$ cat config.mk
export PLATFORM = sky130hd
export DESIGN_NAME = ws2812_rx
export DESIGN_NICKNAME = d
export VERILOG_FILES = /design/src/rtl/ws2812_rx.sv
export SDC_FILE = /design/constraint.sdc
export NUM_CORES = 1
export LEC_CHECK = 0
export CAP_MARGIN = 20
export CORE_ASPECT_RATIO = 1.1
export CORE_MARGIN = 5
export CORE_UTILIZATION = 45
export CTS_CLUSTER_SIZE = 24
export DETAILED_ROUTE_END_ITERATION = 16
export PLACE_DENSITY = 0.68
export SYNTH_ARGS = -nofsm -noshare
export SYNTH_HDL_FRONTEND = slang
export SYNTH_SLANG_ARGS = --single-unit
$ cat constraint.sdc
create_clock -name clk_i -period 2.3 [get_ports clk_i]
set_input_delay 0.345 -clock clk_i [delete_from_list [all_inputs] [get_ports clk_i]]
set_output_delay 0.345 -clock clk_i [all_outputs]
set_load 0.1 [all_outputs]
$ cat src/rtl/ws2812_rx.sv
// ws2812_rx: receiver/decoder for the WS2812 single-wire LED protocol.
//   Oversamples data_i, classifies each high pulse as a 0 or 1 bit by its
//   width, assembles 24-bit GRB pixels (MSB first) and writes each pixel out
//   through address_o/we_o. A long low gap delimits frames.
//
// Ports:
//   clk_i        system clock
//   rst_ni       asynchronous active-low reset
//   data_i       WS2812 serial line, asynchronous to clk_i
//   address_o    pixel index of the current write
//   r_o/g_o/b_o  decoded colour, valid while we_o, held between strobes
//   we_o         one-cycle write strobe per completed pixel
//   frame_done_o one-cycle pulse when a reset gap terminates a frame
//   error_o      one-cycle pulse on a protocol violation
//   data_o       cascade output
//
// Build option: define WS2812_RX_FORWARD_EN to forward the synchronized line
//   on data_o once LED_COUNT pixels have been captured. When undefined,
//   data_o is tied low and no forwarding logic exists.

module ws2812_rx #(
  parameter int unsigned LED_COUNT        = 256,
  parameter int unsigned CYCLES_MIN_HIGH  = 5,
  parameter int unsigned CYCLES_THRESHOLD = 31,
  parameter int unsigned CYCLES_MAX_HIGH  = 60,
  parameter int unsigned CYCLES_RESET     = 2500
) (
  input  logic       clk_i,
  input  logic       rst_ni,
  input  logic       data_i,
  output logic [8:0] address_o,
  output logic [7:0] r_o,
  output logic [7:0] g_o,
  output logic [7:0] b_o,
  output logic       we_o,
  output logic       frame_done_o,
  output logic       error_o,
  output logic       data_o
);

  localparam int unsigned CNT_W = 12;
  localparam int unsigned HW    = CNT_W + 1;
  localparam int unsigned IDX_W = 10;
  localparam int unsigned BIT_W = 5;
  localparam int unsigned PIX_W = 24;

  localparam logic [CNT_W-1:0] CNT_SAT   = CNT_W'(4095);
  localparam logic [CNT_W-1:0] RESET_CNT = CNT_W'(CYCLES_RESET);
  localparam logic [HW-1:0]    MIN_H     = HW'(CYCLES_MIN_HIGH);
  localparam logic [HW-1:0]    THR_H     = HW'(CYCLES_THRESHOLD);
  localparam logic [HW-1:0]    MAX_H     = HW'(CYCLES_MAX_HIGH);
  localparam logic [IDX_W-1:0] LED_CNT   = IDX_W'(LED_COUNT);
  localparam logic [BIT_W-1:0] LAST_BIT  = BIT_W'(PIX_W - 1);

  localparam logic [1:0] ST_SYNC = 2'd0;
  localparam logic [1:0] ST_IDLE = 2'd1;
  localparam logic [1:0] ST_HIGH = 2'd2;
  localparam logic [1:0] ST_LOW  = 2'd3;

  // Synchronizer, edge-detect flop and shared width counter
  logic             sync1_q;
  logic             sync2_q;
  logic             edge_q;
  logic [CNT_W-1:0] cnt_q;

  // Decoder state
  logic [1:0]       state_q;
  logic [BIT_W-1:0] bit_cnt_q;
  logic [PIX_W-1:0] shreg_q;
  logic [IDX_W-1:0] pix_idx_q;
  logic             pend_q;

  // Combinational next values
  logic             edge_c;
  logic             rise_c;
  logic             fall_c;
  logic             gap_c;
  logic [HW-1:0]    h_c;
  logic [CNT_W-1:0] cnt_d;
  logic [1:0]       state_d;
  logic [BIT_W-1:0] bit_cnt_d;
  logic [PIX_W-1:0] shreg_d;
  logic [IDX_W-1:0] pix_idx_d;
  logic             pend_d;
  logic [8:0]       address_d;
  logic [7:0]       r_d;
  logic [7:0]       g_d;
  logic [7:0]       b_d;
  logic             we_d;
  logic             frame_done_d;
  logic             error_d;

  // Edge detection and width counter; h_c is the width of the current level
  // in cycles, including the present one.
  always_comb begin
    edge_c = sync2_q ^ edge_q;
    rise_c = sync2_q & ~edge_q;
    fall_c = ~sync2_q & edge_q;
    if (edge_c) begin
      cnt_d = '0;
    end else if (cnt_q == CNT_SAT) begin
      cnt_d = cnt_q;
    end else begin
      cnt_d = cnt_q + CNT_W'(1);
    end
    h_c   = HW'(cnt_q) + HW'(1);
    // Fires once, on the cycle the steady low reaches the reset length
    gap_c = !edge_c && !sync2_q && (cnt_d == RESET_CNT);
  end

  // Next-state and output logic
  always_comb begin
    state_d      = state_q;
    bit_cnt_d    = bit_cnt_q;
    shreg_d      = shreg_q;
    pix_idx_d    = pix_idx_q;
    pend_d       = 1'b0;
    address_d    = address_o;
    r_d          = r_o;
    g_d          = g_o;
    b_d          = b_o;
    we_d         = 1'b0;
    frame_done_d = 1'b0;
    error_d      = 1'b0;

    // Pixel write stage: one cycle after the 24th bit was shifted in
    if (pend_q && (pix_idx_q < LED_CNT)) begin
      we_d      = 1'b1;
      address_d = pix_idx_q[8:0];
      g_d       = shreg_q[23:16];
      r_d       = shreg_q[15:8];
      b_d       = shreg_q[7:0];
      pix_idx_d = pix_idx_q + IDX_W'(1);
    end

    case (state_q)
      ST_SYNC: begin
        if (gap_c) begin
          state_d   = ST_IDLE;
          bit_cnt_d = '0;
          pix_idx_d = '0;
        end
      end

      ST_IDLE, ST_LOW: begin
        if (rise_c) begin
          state_d = ST_HIGH;
        end else if (gap_c) begin
          state_d      = ST_IDLE;
          frame_done_d = 1'b1;
          error_d      = (bit_cnt_q != '0);
          bit_cnt_d    = '0;
          pix_idx_d    = '0;
        end
      end

      ST_HIGH: begin
        if (fall_c) begin
          if ((h_c < MIN_H) || (h_c >= MAX_H)) begin
            state_d   = ST_SYNC;
            error_d   = 1'b1;
            bit_cnt_d = '0;
          end else begin
            state_d = ST_LOW;
            shreg_d = {shreg_q[PIX_W-2:0], (h_c >= THR_H)};
            if (bit_cnt_q == LAST_BIT) begin
              bit_cnt_d = '0;
              pend_d    = 1'b1;
            end else begin
              bit_cnt_d = bit_cnt_q + BIT_W'(1);
            end
          end
        end else if (h_c >= MAX_H) begin
          // Stuck high: flag now rather than waiting for the fall
          state_d   = ST_SYNC;
          error_d   = 1'b1;
          bit_cnt_d = '0;
        end
      end

      default: begin
        state_d   = ST_SYNC;
        bit_cnt_d = '0;
      end
    endcase
  end

  // State and output registers
  always_ff @(posedge clk_i or negedge rst_ni) begin
    if (!rst_ni) begin
      sync1_q      <= 1'b0;
      sync2_q      <= 1'b0;
      edge_q       <= 1'b0;
      cnt_q        <= '0;
      state_q      <= ST_SYNC;
      bit_cnt_q    <= '0;
      shreg_q      <= '0;
      pix_idx_q    <= '0;
      pend_q       <= 1'b0;
      address_o    <= '0;
      r_o          <= '0;
      g_o          <= '0;
      b_o          <= '0;
      we_o         <= 1'b0;
      frame_done_o <= 1'b0;
      error_o      <= 1'b0;
    end else begin
      sync1_q      <= data_i;
      sync2_q      <= sync1_q;
      edge_q       <= sync2_q;
      cnt_q        <= cnt_d;
      state_q      <= state_d;
      bit_cnt_q    <= bit_cnt_d;
      shreg_q      <= shreg_d;
      pix_idx_q    <= pix_idx_d;
      pend_q       <= pend_d;
      address_o    <= address_d;
      r_o          <= r_d;
      g_o          <= g_d;
      b_o          <= b_d;
      we_o         <= we_d;
      frame_done_o <= frame_done_d;
      error_o      <= error_d;
    end
  end

`ifdef WS2812_RX_FORWARD_EN
  // Registered from sync1 so data_o matches the 2-flop synchronized line,
  // gated by the index value that becomes current in the same cycle.
  always_ff @(posedge clk_i or negedge rst_ni) begin
    if (!rst_ni) begin
      data_o <= 1'b0;
    end else begin
      data_o <= sync1_q & (pix_idx_d == LED_CNT);
    end
  end
`else
  assign data_o = 1'b0;
`endif

endmodule

==> out/metrics.cfg, run 1 <==
[timing]
finalMaxSlewViolations=0
layout_min_cycle_time_ns=2.350
hold_viol=0
rsz0062_at_grt=yes
fin_crit_sh_pct=102.2
holdWs_ns=0.3602
fmax_mhz=425.5
setup_ws_ns=-0.05033
skew_ns=0.01400
worstMarginPinSlew_ns=0.5133
setup_viol=18
slew_headroom_pct=65.78

[placed_design]
gp_congestion=0.9315
hpwl_mm=6.102
port_buffers=38
placedCellCount=530

[global_routing]
met1_usage_pct=21.44
grt_pass1_wl_mm=14.90
grt_max_degree=57
grt-ovfl-total=0
grtUsageTotal_pct=15.94
antenna_found_initial=0
use_met3_pct=3.791
use_met2_pct=25.50
busiest_layer=met2
first_global_vias=3057

[outcome]
violations=setup timing
status=finished, violations left

[detailed_routing]
vias=2975
post_drt_wl_per_cell_um=16.43
drt_iter0_drc=108
via_per_inst=5.429
dr.pass1.iters=4
routed_wl_mm=9.001
drc=0
ant_nets=0

[synth]
yosys_warnings=0
syn-num-nets=370
synth-seq-cells=93
yosysTopAreaCellShare_pct=54.02
synthDistinctLibCells=57
syn_area_per_cell_um2=12.00
synth_cells=359
yosys-top-cells-count=dfrtp_1, mux2_2, nor2_1
yosysMostFrequentCell=dfrtp_1
synth_edf_count=0
synth_area_um2=4308
synth.largest_area_cell=dfrtp_1
synthTopCellsByArea=dfrtp_1, mux2_2, ha_1
yosysSeqAreaShare_pct=54.02
async_reset_ff_share_pct=100.0
synth_ff_type=dfrtp_1

[cells_and_area]
areaGrowthSynthToFinish_pct=24.54
n_antenna_cell=0
postLayoutCoreUtil_pct=57.37
final_nets=438
stdcell_count=548
drive_gt1_share_pct=39.91

[die]
boundaryPins=40
die-area_um2=11630
die_h_um=112.6
rows=37
start_util_pct=46.07
die_x_um=103.3
core_um2=9351

[critical_path]
start_kind=flip-flop
crit_required_ns=2.53
path_class=reg2reg
crit_fanout=8
r2r_cells=7
worstPathCellList=ha_4 -> and3_4 -> nand4_1 -> a2111oi_4 -> o21ai_2 -> or3b_4 -> a31o_1
slowest_stage=dfrtp_2
end_kind=flip-flop
cp.arrival_ns=2.59
slowest_delay_ns=0.48

[job]
max-cap-violations=0

[power_and_ir_drop]
p_sw_uw=731.8
switching_share_pct=24.59
power_density_nw_per_um2=554.6
p_comb_share_pct=7.0
p_int_uw=2244
ir_drop_mv=0.3208
seq_power_share_pct=56.1
p_clk_share_pct=36.9
p_leak_uw=0.002574

[clock_network]
htreeDepth=3
cts_setup_buffers=0
clk_path_buf_depth=2
clkSinkCount=93
clkLatencyLatePin_ns=0.35
ctsRootBufferMaster=clkbuf_8
cts_tree=done
clkTransAtPathRegs_ns=0.10
cts_inserted_buffers=9

[hold_path]
hp-class=reg2reg
min_path_cells=0

worst paths after layout:
| check | slack, ns | startpoint | endpoint |
|---|---|---|---|
| max | -0.05 | cnt_q[1] | bit_cnt_q[1] |
| max in group asynchronous | 1.12 | rst_ni | b_o[3] |
| min in group asynchronous | 0.51 | rst_ni | address_o[8] |
| min reg2reg | 0.36 | sync1_q | sync2_q |
| min | 0.36 | sync1_q | sync2_q |
| max reg2reg | -0.05 | cnt_q[1] | bit_cnt_q[1] |
through the flow:
stage,setup WS [ns],power (uW),TNS [ns],cell area (um^2)
floorplan,0.02684,1804,0,4340
global placement,-0.03203,1900,-0.1737,4970
detailed placement,-0.1396,1904,-3.063,4970
CTS,-0.06054,3018,-0.5562,5184
global route,-0.1500,3121,-4.051,5365
finish,-0.05033,2976,-0.4366,5365
logic make-up (layout without fill, tap and decap cells):
logic type / after synthesis / in the layout / share of synthesized area (%)
AO/OA/AOI/OAI: 51 / 51 / 8.975
other: 1 / 1 / 0.08705
adder cells (fa/ha/maj): 8 / 8 / 2.324
multiplexers: 58 / 58 / 15.07
XOR/XNOR: 12 / 12 / 2.440
flip-flops: 93 / 93 / 54.02
buffers and inverters: 28 / 100 / 3.253
AND/OR/NAND/NOR: 108 / 108 / 13.82
power groups by stage:
stage	Clock (uW)	Combinational (uW)	Sequential (uW)
floorplan	0	111	1690
detailed placement	0	203	1700
CTS	1140	207	1670
global placement	0	201	1700
finish	1100	208	1670
global route	1210	233	1670
placed cells by master (no fill, tap or decap), drive strengths merged, types with 5 or more instances in the layout:
cell type and count:
xnor2 8, inv 12, ha 8, nor3b 5, a31o 5, nand2 17
nand2b 7, mux2 55, dfrtp 93, clkbuf 11, nand4 9, nor3 5
a31oi 5, nor2 26, o21ai 8, a21oi 12, and2 6, buf 71
nand3 12
repair_timing:
item | in CTS | in global routing
hold buffers | 1 | 0
hold endpoints to repair | 37 | 0
gates cloned | 0 | 3
pin swaps | 2 | 2
gates resized for setup | 3 | 32
setup endpoints to repair | 40 | 42
per-layer routing:
metal / routed length [um] / share of wire (%)
met5: 0 / 0
met1: 4188 / 47
met3: 328 / 3.6
met4: 111 / 1.2
met2: 4373 / 49
area by class of cell:
type	instances	area [um^2]
fill	788	3986
sequential	93	2331
multi-input combinational	238	2006
timing repair buffer	75	648.1
tap	117	146.4
clock buffer	9	123.9
clock inverter	6	72.57
inverter	10	37.54
state kept, by name, indices dropped and copies added (netlist names):
signal	flops
pend_q	1
we_o	1
address_o	9
bit_cnt_q	5
edge_q	1
sync1_q	1
cnt_q	12
b_o	8
sync2_q	1
error_o	1
pix_idx_q	10
shreg_q	24
g_o	8
frame_done_o	1
r_o	8
state_q	2
critical path: cells and delay by family, from the launching register on:
family	cells	cell delay [ns]
adders and majority gates	1	0.20
AOI/OAI and AO/OA	3	0.74
and+or+nand+nor	3	0.80
DFF	1	0.48
(Power assumes the default switching activity.)
==> run 2: changes to the inputs <==
Settings changed: ABC_AREA from default to 1, SKIP_LAST_GASP from default to 1.
==> out/metrics.cfg, run 2 <==
[clock_network]
clkSinkCount=93  ; unchanged
htreeDepth=3  ; unchanged
clkTransAtPathRegs_ns=0.10  ; about the same
clk_path_buf_depth=2  ; unchanged
cts_inserted_buffers=9  ; unchanged
hold_buffers=0  ; was 1
ctsRootBufferMaster=clkbuf_8  ; unchanged
clkLatencyLatePin_ns=0.36  ; was 0.35 ns
cts_tree=done  ; unchanged

[global_routing]
use_met3_pct=3.258  ; was 3.791%
met1_usage_pct=19.96  ; was 21.44%
grt_pass1_wl_mm=13.96  ; was 14.90 mm
grt_max_degree=60  ; was 57
grtUsageTotal_pct=14.97  ; was 15.94%
grt-ovfl-total=0  ; unchanged
first_global_vias=3029  ; was 3,057
use_met2_pct=24.40  ; was 25.50%
busiest_layer=met2  ; unchanged
antenna_found_initial=0  ; unchanged

[power_and_ir_drop]
p_leak_uw=0.002524  ; was 0.002574 uW
p_int_uw=2135  ; was 2244 uW
seq_power_share_pct=57.9  ; was 56.1%
p_sw_uw=721.3  ; was 731.8 uW
p_comb_share_pct=5.2  ; was 7.0%
ir_drop_mv=0.3303  ; was 0.3208 mV
power_density_nw_per_um2=580.8  ; was 554.6 nW/um^2
p_clk_share_pct=36.9  ; about the same
switching_share_pct=25.25  ; was 24.59%

[timing]
holdWs_ns=0.04068  ; was 0.3602 ns
finalMaxSlewViolations=0  ; unchanged
worstMarginPinSlew_ns=0.7254  ; was 0.5133 ns
fin_crit_sh_pct=93.80  ; was 102.2%
setup_viol=0  ; was 18
layout_min_cycle_time_ns=2.157  ; was 2.350 ns
fmax_mhz=463.5  ; was 425.5 MHz
hold_viol=0  ; unchanged
slew_headroom_pct=51.64  ; was 65.78%
skew_ns=0.01285  ; was 0.01400 ns

[hold_path]
hp-class=in2async  ; was reg2reg

[cells_and_area]
regMostFlops=shreg_q  ; unchanged
fillerInstances=832  ; was 788
areaGrowthSynthToFinish_pct=16.89  ; was 24.54%
final_nets=546  ; was 438
largestRegisters=shreg_q: 24 flops, cnt_q: 12 flops, pix_idx_q: 10 flops  ; unchanged
ff_latch_area_um2=2327  ; was 2331 um^2
drive_gt1_share_pct=17.96  ; was 39.91%
final_common_cell=nand2_1  ; was dfrtp_1
final_cell_area_um2=4918  ; was 5365 um^2
multi_input_area_um2=1564  ; was 2006 um^2
largest_reg_flops=24  ; unchanged
n_antenna_cell=0  ; unchanged
layout_common_cells=nand2_1, dfrtp_1, inv_1, buf_4, nor2_1  ; was dfrtp_1, buf_4, mux2_2, nor2_1, nand2_1

[detailed_routing]
ant_nets=0  ; unchanged
dr.pass1.iters=5  ; was 4
drc=0  ; unchanged
via_per_inst=4.845  ; was 5.429
vias=3183  ; was 2,975
post_drt_wl_per_cell_um=12.42  ; was 16.43 um
drt_iter0_drc=170  ; was 108
routed_wl_mm=8.161  ; was 9.001 mm

[placed_design]
hpwl_mm=5.659  ; was 6.102 mm
gp_congestion=0.8608  ; was 0.9315
port_buffers=38  ; unchanged
placed_cell_area_um2=4633  ; was 4970 um^2

[synth]
synthTopCellsByArea=dfrtp_1, nand2_1, inv_1  ; was dfrtp_1, mux2_2, ha_1
synth_edf_count=0  ; unchanged
synth-seq-cells=93  ; unchanged
synth_area_um2=4208  ; was 4308 um^2
synth_ff_type=dfrtp_1  ; unchanged
yosysTopAreaCellShare_pct=55.31  ; was 54.02%
syn-num-nets=498  ; was 370
synth.largest_area_cell=dfrtp_1  ; unchanged
synth_cells=487  ; was 359
yosys-top-cells-count=nand2_1, dfrtp_1, inv_1  ; was dfrtp_1, mux2_2, nor2_1
yosysSeqAreaShare_pct=55.31  ; was 54.02%
yosys_warnings=0  ; unchanged
synthDistinctLibCells=34  ; was 57
async_reset_ff_share_pct=100.0  ; unchanged
yosysMostFrequentCell=nand2_1  ; was dfrtp_1
syn_area_per_cell_um2=8.640  ; was 12.00 um^2

[die]
rows=37  ; unchanged
core_um2=9259  ; was 9351 um^2
boundaryPins=40  ; unchanged
die-area_um2=11390  ; was 11,630 um^2
die_h_um=111.4  ; was 112.6 um
start_util_pct=45.45  ; was 46.07%
die_x_um=102.2  ; was 103.3 um

[critical_path]
slowest_delay_ns=0.42  ; was 0.48 ns
cp.arrival_ns=2.41  ; was 2.59 ns
slowest_stage=dfrtp_1  ; was dfrtp_2
crit_required_ns=2.55  ; was 2.53 ns
worstPathCellList=ha_1 -> nand2_2 -> nor2_4 -> nand3_4 -> buf_4 -> nand2_1 -> nand2_1 -> inv_1 -> nor2_1 -> nand3_1 -> nor2_4 -> o21ai_4 -> nand3_1 -> nand2_1  ; was ha_4 -> and3_4 -> nand4_1 -> a2111oi_4 -> o21ai_2 -> or3b_4 -> a31o_1
crit_fanout=15  ; was 8
end_kind=flip-flop  ; unchanged
path_class=reg2reg  ; unchanged
start_kind=flip-flop  ; unchanged
crit_top_cell=nand2_1

[outcome]
status=completed  ; was finished, violations left

[job]
max-cap-violations=0  ; unchanged

## run 2: changes by cell type after synthesis, moves of 15 or more
cell and change:
mux2_2 -55, inv_1 +59, nand3_1 +19, nand2_1 +119
o21ai_1 +15, o21ai_0 +24
## run 2: kinds of logic (layout without fill, tap and decap cells)
family	Yosys count	in the layout	share of synthesized area [%]
AND/OR/NAND/NOR	230	230	23.85
XOR/XNOR	5	5	1.041
flip-flops	93	93	55.31
buffers and inverters	85	138	8.623
adder cells (fa/ha/maj)	8	8	2.379
other	1	1	0.08912
AO/OA/AOI/OAI	65	65	8.713
## run 2: final timing paths
kind	from	endpoint	slack, ns	cells after the start
setup / recovery	cnt_q[0]	bit_cnt_q[4]	0.14	14
hold / removal	rst_ni	address_o[6]	0.04	1
setup reg to reg	cnt_q[0]	bit_cnt_q[4]	0.14	14
hold reg to reg	sync1_q	sync2_q	0.37	0
max in group asynchronous	rst_ni	g_o[3]	1.57	2
min in group clk_i	sync1_q	sync2_q	0.37	0
## run 2: power groups by stage
stage	sequential, uW	combinational [uW]	clock [uW]
final	1650	149	1050
after global routing	1660	172	1160
after CTS	1650	136	1090
after detailed placement	1690	135	0
after global placement	1690	133	0
after floorplan	1690	70.9	0
## run 2: layout make-up
| cell class | instances | share of cell area (%) |
|---|---|---|
| Clock buffer | 10 | 2.798 |
| Multi-Input combinational cell | 309 | 31.80 |
| Tap cell | 117 | 2.976 |
| Inverter | 69 | 5.266 |
| Timing Repair Buffer | 53 | 8.751 |
| Clock inverter | 6 | 1.094 |
| Sequential cell | 93 | 47.32 |
## run 2: timing repair
action / 4_1_cts / 5_1_grt
gates resized for setup: 1 / 9
setup endpoints to repair: 6 / 40
pin swaps: 0 / 3
gates cloned: 0 / 1
setup buffers: 0 / 3
## run 2: layer usage
| layer | wire length, um | up-vias | part of all wire [%] |
|---|---|---|---|
| met4 | 84 | 0 | 1.0 |
| met3 | 275 | 8 | 3.4 |
| met1 | 3841 | 1510 | 47 |
| li1 | - | 1618 | - |
| met5 | 0 | - | 0 |
| met2 | 3959 | 47 | 49 |
## run 2: metrics by stage
stage | total power [uW] | instances | TNS [ns] | worst slack, ns | utilization [%]
final | 2857 | 657 | 0 | 0.1427 | 53.12
after global routing | 2988 | 657 | -0.4289 | -0.03545 | 53.12
after global placement | 1819 | 637 | 0 | 0.05454 | 50.04
after detailed placement | 1822 | 637 | -0.01712 | -0.007397 | 50.04
after CTS | 2875 | 653 | 0 | 0.01620 | 52.19
after floorplan | 1758 | 487 | 0 | 0.2902 | -
## run 2: critical path: cells and delay by family, from the launching register on
family,cells,cell delay (ns)
buffers and inverters,2,0.20
adders and majority gates,1,0.25
DFF,1,0.42
AOI/OAI and AO/OA,1,0.16
and+or+nand+nor,10,1.04
==> run 3: changes to the inputs <==
Settings changed: MAX_ROUTING_LAYER from default to met4.
==> out/metrics.cfg, run 3 (synthesis gave the netlist of run 2 again) <==
[outcome]
status=completed  ; unchanged

[cells_and_area]
ff_latch_area_um2=2328  ; was 2327 um^2
largest_reg_flops=24  ; unchanged
largestRegisters=shreg_q: 24 flops, cnt_q: 12 flops, pix_idx_q: 10 flops  ; unchanged
n_antenna_cell=0  ; unchanged
multi_input_area_um2=1575  ; was 1564 um^2
fillerInstances=864  ; was 832
drive_gt1_share_pct=19.19  ; was 17.96%
postLayoutCoreUtil_pct=53.84  ; was 53.12%
regMostFlops=shreg_q  ; unchanged
final_common_cell=nand2_1  ; unchanged
areaGrowthSynthToFinish_pct=18.47  ; was 16.89%
final_cell_area_um2=4985  ; was 4918 um^2
layout_common_cells=nand2_1, dfrtp_1, inv_1, buf_4, nor2_1  ; unchanged
final_nets=548  ; was 546

[critical_path]
crit_required_ns=2.56  ; was 2.55 ns
slowest_stage=dfrtp_1  ; unchanged
path_class=reg2reg  ; unchanged
crit_fanout=22  ; was 15
start_kind=flip-flop  ; unchanged
slowest_delay_ns=0.40  ; was 0.42 ns
end_kind=flip-flop  ; unchanged
worstPathCellList=ha_2 -> nand3_1 -> nor2_2 -> nand3_1 -> nand2_2 -> nand3_2 -> nor2_4 -> nand3_2 -> nor2_4 -> nand2_2 -> clkbuf_16 -> nand2_1 -> o21ai_1  ; was ha_1 -> nand2_2 -> nor2_4 -> nand3_4 -> buf_4 -> nand2_1 -> nand2_1 -> inv_1 -> nor2_1 -> nand3_1 -> nor2_4 -> o21ai_4 -> nand3_1 -> nand2_1
cp.arrival_ns=2.47  ; was 2.41 ns

[timing]
skew_ns=0.01587  ; was 0.01285 ns
layout_min_cycle_time_ns=2.216  ; was 2.157 ns
tns_ns=0  ; unchanged
fin_crit_sh_pct=96.33  ; was 93.80%
hold_viol=0  ; unchanged
setup_ws_ns=0.08436  ; was 0.1427 ns
finalMaxSlewViolations=0  ; unchanged
setup_viol=0  ; unchanged
fmax_mhz=451.3  ; was 463.5 MHz

[detailed_routing]
ant_nets=0  ; unchanged
routed_wl_mm=8.328  ; was 8.161 mm
post_drt_wl_per_cell_um=12.64  ; was 12.42 um
vias=3163  ; was 3,183
drt_iter0_drc=182  ; was 170
drc=0  ; unchanged
dr.pass1.iters=4  ; was 5
via_per_inst=4.800  ; was 4.845

[power_and_ir_drop]
p_leak_uw=0.002539  ; was 0.002524 uW
power_density_nw_per_um2=593.2  ; was 580.8 nW/um^2
ir_drop_mv=0.3527  ; was 0.3303 mV

[die]
die-area_um2=11390  ; unchanged
rows=37  ; unchanged
die_x_um=102.2  ; unchanged
core_um2=9259  ; unchanged
boundaryPins=40  ; unchanged
die_h_um=111.4  ; unchanged
start_util_pct=45.45  ; unchanged

[clock_network]
clkTransAtPathRegs_ns=0.11  ; was 0.10 ns
clkLatencyLatePin_ns=0.36  ; about the same
clk_path_buf_depth=2  ; unchanged
cts_inserted_buffers=9  ; unchanged
clkSinkCount=93  ; unchanged
ctsRootBufferMaster=clkbuf_8  ; unchanged
htreeDepth=3  ; unchanged
cts_tree=done  ; unchanged

[job]
max-cap-violations=0  ; unchanged

[placed_design]
hpwl_mm=5.651  ; was 5.659 mm
placed_cell_area_um2=4638  ; was 4633 um^2
port_buffers=38  ; unchanged
gp_congestion=0.8253  ; was 0.8608
place_ws_ns=-0.06366  ; was -0.007397 ns

[global_routing]
grt_max_degree=58  ; was 60
grt_pass1_wl_mm=14.11  ; was 13.96 mm
antenna_found_initial=0  ; unchanged
grt-ovfl-total=0  ; unchanged
grtUsageTotal_pct=15.70  ; was 14.97%
first_global_vias=3053  ; was 3,029

[hold_path]
hp-class=reg2reg  ; was in2async

==> run 3: metrics by stage <==
step,std cells,hold WS (ns),total power [uW]
2_1_floorplan,487,0.04941,1758
3_3_place_gp,636,0.2923,1826
3_5_place_dp,636,0.2993,1827
4_1_cts,653,0.3629,2998
5_1_grt,659,0.3675,3091
6_report,659,0.3590,2957
==> run 3: power breakdown <==
part / switching [uW] / internal (uW)
Clock: 623 / 529
Sequential: 9.62 / 1640
Combinational: 104 / 47.2
Total: 736 / 2220
==> run 3: layer usage <==
metal / routed length [um] / global-route usage [%] / vias to the layer above / part of all wire, %
met1: 3850 / 20.41 / 1492 / 46
met3: 277 / 3.446 / 9 / 3.3
met4: 110 / 4.112 / 0 / 1.3
met2: 4091 / 24.88 / 43 / 49
met5: 0 / - / - / 0
li1: - / - / 1619 / -
==> run 3: area by class of cell <==
class                      instances  share of cell area (%)
multi-input combinational        309                   31.60
tap                              117                   2.937
clock inverter                     7                   1.832
sequential                        93                   46.71
inverter                          69                   5.196
clock buffer                       9                   2.485
timing repair buffer              55                   9.237
==> run 3: path summary, 6_finish.rpt <==
| kind | slack [ns] | cells past startpoint | startpoint | endpoint |
|---|---|---|---|---|
| worst max-delay path | 0.08 | 13 | cnt_q[0] | shreg_q[16] |
| worst min-delay path | 0.36 | 0 | sync1_q | sync2_q |
| worst max register to register | 0.08 | 13 | cnt_q[0] | shreg_q[16] |
| worst min register to register | 0.36 | 0 | sync1_q | sync2_q |
| max in group asynchronous | 1.19 | 3 | rst_ni | cnt_q[4] |
| min in group asynchronous | 0.45 | 2 | rst_ni | r_o[3] |
==> run 3: repair_timing <==
item                       in CTS  in global routing
hold endpoints to repair       28                  0
hold buffers                    1                  0
setup endpoints to repair      15                 40
resized for setup               1                 13
gates cloned                    0                  1
pin swaps                       0                  2
buffers inserted                0                  5
==> run 3: worst max-delay path, delay by kind of cell, from the launching register on <==
family                   cells  cell delay (ns)
AO/OA/AOI/OAI                1             0.07
adder cells (fa/ha/maj)      1             0.21
buffers and inverters        1             0.21
flip-flops                   1             0.40
AND/OR/NAND/NOR             10             1.24
